## config.mk

```make
export PLATFORM = sky130hd
export DESIGN_NAME = fec_decoder
export DESIGN_NICKNAME = d
export VERILOG_FILES = /design/src/rtl/fec_decoder.sv
export SDC_FILE = /design/constraint.sdc
export NUM_CORES = 1
export LEC_CHECK = 0
export ABC_AREA = 1
export BUFFER_PORTS_ARGS = -buffer_cell sky130_fd_sc_hd__buf_4
export CAP_MARGIN = 20
export CORE_MARGIN = 4
export CORE_UTILIZATION = 37
export CTS_CLUSTER_SIZE = 30
export DETAILED_ROUTE_END_ITERATION = 6
export HOLD_SLACK_MARGIN = 0.1
export MAX_ROUTING_LAYER = met4
export PLACE_DENSITY = 0.56
export RECOVER_POWER = 50
export SLEW_MARGIN = 20
export SYNTH_ARGS = -nofsm -noshare
export SYNTH_HDL_FRONTEND = slang
export SYNTH_SLANG_ARGS = --single-unit
```

## constraint.sdc

```tcl
create_clock -name clk -period 5.2 [get_ports clk]
set_input_delay 1.3 -clock clk [delete_from_list [all_inputs] [get_ports clk]]
set_output_delay 1.3 -clock clk [all_outputs]
set_load 0.05 [all_outputs]
```

## src/rtl/fec_decoder.sv

```systemverilog
// Extended-Hamming (SEC-DED) decoder: pulls codewords from a FIFO, corrects single errors,
// flags double/out-of-range errors and keeps saturating error counters.
module fec_decoder #(
    parameter int DATA_WIDTH  = 8,
    parameter int PARITY_BITS = 4,
    parameter int CNT_WIDTH   = 16,
    localparam int CODE_WIDTH = DATA_WIDTH + PARITY_BITS + 1
) (
    input  logic                  clk,
    input  logic                  rst,
    input  logic                  fifo_empty,
    output logic                  fifo_rd_en,
    input  logic                  fifo_rd_valid,
    input  logic [CODE_WIDTH-1:0] fifo_data,
    output logic [DATA_WIDTH-1:0] out_data,
    output logic                  out_valid,
    input  logic                  out_ready,
    output logic                  err_corrected,
    output logic                  err_uncorrectable,
    input  logic                  clear_counters,
    output logic [CNT_WIDTH-1:0]  cnt_corrected,
    output logic [CNT_WIDTH-1:0]  cnt_uncorrectable
);

    typedef enum logic [2:0] {IDLE, REQ, WAIT, DECODE, OUT} state_t;

    state_t                  state;
    logic [CODE_WIDTH-1:0]   code;
    logic [PARITY_BITS-1:0]  syn;
    logic                    par;
    logic                    in_range;
    logic                    fix_bit;
    logic                    dec_corr;
    logic                    dec_unc;
    logic [DATA_WIDTH-1:0]   dec_data;

    function automatic logic [DATA_WIDTH-1:0] extract(input logic [CODE_WIDTH-1:0] cw);
        logic [DATA_WIDTH-1:0] d;
        int unsigned           k;
        d = '0;
        k = 0;
        for (int unsigned i = 3; i < CODE_WIDTH; i++) begin
            if (((i & (i - 1)) != 0) && (k < DATA_WIDTH)) begin
                d[k] = cw[i];
                k++;
            end
        end
        return d;
    endfunction

    always_comb begin
        syn = '0;
        for (int unsigned i = 1; i < CODE_WIDTH; i++) begin
            if (code[i]) syn ^= PARITY_BITS'(i);
        end
        par      = ^code;
        in_range = int'(syn) < CODE_WIDTH;
        // s=0 with odd parity is a bit-0 error: counted as corrected, data untouched
        dec_corr = par && in_range;
        dec_unc  = (syn != '0) && !dec_corr;
        fix_bit  = dec_corr && (syn != '0);
        dec_data = extract(fix_bit ? (code ^ (CODE_WIDTH'(1) << syn)) : code);
    end

    always_ff @(posedge clk) begin
        if (rst) begin
            state             <= IDLE;
            fifo_rd_en        <= 1'b0;
            out_valid         <= 1'b0;
            out_data          <= '0;
            err_corrected     <= 1'b0;
            err_uncorrectable <= 1'b0;
            code              <= '0;
            cnt_corrected     <= '0;
            cnt_uncorrectable <= '0;
        end else begin
            case (state)
                IDLE: begin
                    if (!fifo_empty) begin
                        fifo_rd_en <= 1'b1;
                        state      <= REQ;
                    end
                end
                REQ: begin
                    fifo_rd_en <= 1'b0;
                    state      <= WAIT;
                end
                WAIT: begin
                    if (fifo_rd_valid) begin
                        code  <= fifo_data;
                        state <= DECODE;
                    end
                end
                DECODE: begin
                    out_data          <= dec_data;
                    err_corrected     <= dec_corr;
                    err_uncorrectable <= dec_unc;
                    out_valid         <= 1'b1;
                    state             <= OUT;
                end
                OUT: begin
                    if (out_ready) begin
                        out_valid <= 1'b0;
                        state     <= IDLE;
                    end
                end
                default: state <= IDLE;
            endcase

            if (clear_counters) begin
                cnt_corrected     <= '0;
                cnt_uncorrectable <= '0;
            end else if (state == DECODE) begin
                if (dec_corr && (cnt_corrected != '1))
                    cnt_corrected <= cnt_corrected + 1'b1;
                if (dec_unc && (cnt_uncorrectable != '1))
                    cnt_uncorrectable <= cnt_uncorrectable + 1'b1;
            end
        end
    end

endmodule
```

==> impl_metrics.tcl <==
set metrics [dict create \
    syn_to_final_growth_pct 16.9 \
    synth_warnings 0 \
    p_leak_nw 1.68 \
    route.detailed.drc 0 \
    antenna_found_initial 0 \
    finalNetCount 619 \
    n_antenna_cell 0 \
    arrival_ns 3.62 \
    worstPathRequired_ns 5.47 \
    endpoint_kind "register" \
    rsz0062_at_grt "no" \
    port_buffers 62 \
    synth-edff-count 0 \
    synthMuxAreaShare_pct 0 \
    drv_cap 0 \
    drtIter0Drc 122 \
    crit_fanout 29 \
    detail_route.first_pass.iterations 4 \
    place_hpwl_mm 6.75 \
    gr-usage-all-layers_pct 16.7 \
    finalSetupViolCount 0 \
    path_cells "clkbuf_1, nor2_1, clkinv_1, a21oi_1" \
    wl_per_cell_um 12.5 \
    cts.sinks 60 \
    ys_types 37 \
    grt_overflow_total 0 \
    slew_headroom_pct 9.46 \
    fin_cells 736 \
    grt_pass1_wl_mm 15.0 \
    synth_top_flop_cell "dfxtp_1" \
    cts-root-buf "clkbuf_8" \
    finalHoldViolations 0 \
    die_area_mm2 0.0116 \
    synth-async-reset-ratio_pct 0 \
    hold_class "register to register" \
    synth-seq-cells 60 \
    syn_avg_cell_area_um2 6.81 \
    coreArea_mm2 0.00973 \
    fin_total_pwr_mw 1.14 \
    grt_pass1_vias 3185 \
    drv_slew 0 \
    routed_wl_mm 9.17 \
    yosysSeqAreaShare_pct 32.7 \
    synth_top_family_by_area "simple AND/OR/NAND/NOR gates" \
    synth_xor_area_share_pct 5.73 \
    die_width_um 108 \
    outcome "finished, final reports clean" \
    cp_slowest_stage_delay_ns 0.85 \
    die_h_um 108 \
    start_util_pct 37.7 \
    yosys.area_share.adder_pct 0.682 \
    drive_above_1_share_pct 18.2 \
    worstMarginPinSlew_ns 1.36 \
    gp_congestion 0.890 \
    period_share_pct 64.4 \
    cts_inserted_buffers 9 \
    worstSetupPathType "primary input to register" \
    startpoint "rst" \
    reg2reg_slack_ns 2.59 \
    reg2reg_from "cnt_uncorrectable[0]" \
    grt_max_degree 32 \
    fmax_mhz 299 \
    synth_cells 539 \
    vias 3557 \
    synthSimpleGateAreaFrac_pct 40.7 \
    post_cts_buffers 0 \
    worst_path_max_delay_cell "clkinv_1" \
    powerDensity_mw_per_mm2 267 \
    finalSetupTns_ns 0 \
    timing.rr.end "cnt_uncorrectable[15]" \
    clk_path_buf_depth 2 \
    cts_tree "yes" \
    layout_common_cells "nand2_1, dfxtp_1, nor2_1" \
    syn_area_mm2 0.00367 \
    synth_nets 560 \
    insertion_delay_ns 0.36 \
    cts_hold_buffers 0 \
    via_per_inst 4.83 \
    dp_cells 720 \
    ctsHtreeMaxLevel 3 \
    num_io_pins 63 \
    synth_compound_area_share_pct 11.7 \
    cts_resized 0 \
    ir_drop_uv 104 \
    crit_end "cnt_uncorrectable[15]" \
    num_rows 36 \
    reg2reg_depth 9 \
    finalCriticalPeriod_ns 3.35 \
    ant_nets 0 \
    final_common_cell "nand2_1" \
    path_clk_slew_ns 0.08 \
    start_kind "primary input" \
    skew_ns 0.0123 \
]
layer usage:
metal / GRT usage, % / part of all wire (%) / up-vias
met3: 2.88 / 4.2 / 13
met1: 22.7 / 51 / 1597
met5: - / 0 / -
li1: - / - / 1875
met2: 23.9 / 43 / 72
met4: 8.21 / 2.0 / 0
sequential cells by signal, indices dropped and copies added, names as in the netlist:
signal / cells
code: 13
err_uncorrectable: 1
state: 3
cnt_corrected: 16
out_valid: 1
fifo_rd_en: 1
out_data: 8
err_corrected: 1
cnt_uncorrectable: 16
critical path: cells and delay by family:
| family | cells | cell delay, ns |
|---|---|---|
| compound gates | 1 | 0.36 |
| buf+inv | 2 | 1.36 |
| simple gates | 1 | 0.59 |
final cells by class:
cell class	instances	area (um2)
flip-flops and latches	60	1200
inverters	57	221
repair buffers	63	364
fillers	1055	5440
multi-input cells	407	2160
well taps	133	166
clock inverters	6	38.8
clock buffers	10	138
kinds of logic (layout without fill, tap and decap cells):
| logic type | after synthesis | after routing |
|---|---|---|
| AOI/OAI and AO/OA | 68 | 68 |
| xor gates and xnor gates | 24 | 24 |
| adders and majority gates | 2 | 2 |
| buffers and inverters | 72 | 136 |
| DFF | 60 | 60 |
| and+or+nand+nor | 313 | 313 |
metrics by stage:
step,utilization [%],worst slack (ns),area (um2),hold slack (ns)
floorplan,-,2.90,3670,0.454
global placement,43.4,2.05,4220,0.468
detailed placement,43.4,1.94,4220,0.457
CTS,45.2,2.33,4400,0.469
global route,44.1,1.56,4290,0.493
finish,44.1,1.85,4290,0.461
how the worst min path moves through the flow:
stage	from	to	cells after the start
3_5_place_dp	out_valid	out_valid	2
3_3_place_gp	fifo_rd_en	fifo_rd_en	2
4_1_cts	out_valid	out_valid	2
6_report	out_valid	out_valid	2
2_1_floorplan	code[0]	code[0]	2
5_1_grt	fifo_rd_en	fifo_rd_en	2
power by group:
group          internal, mW  switching (mW)
logic                0.0799           0.195
clock network         0.185           0.203
registers             0.471          0.0115
total                 0.736           0.409
cell usage after synthesis, types with 2 or more instances:
library cell / number / area, um2
nand2_1: 144 / 541
dfxtp_1: 60 / 1200
nor2_1: 59 / 221
inv_1: 48 / 180
nand3_1: 32 / 160
a21oi_1: 28 / 140
nand2_2: 26 / 163
nand4_1: 23 / 144
xor2_1: 18 / 158
a211oi_1: 14 / 105
o21ai_0: 14 / 70.1
clkbuf_1: 10 / 37.5
a21oi_2: 9 / 78.8
nand2_4: 7 / 78.8
nor3_1: 7 / 35.0
inv_2: 6 / 22.5
xnor2_1: 6 / 52.6
nor4_1: 4 / 25.0
nor2_4: 3 / 33.8
buf_6: 2 / 22.5
ha_1: 2 / 25.0
nor3_2: 2 / 20.0
Power figures use the tool's default switching activity.
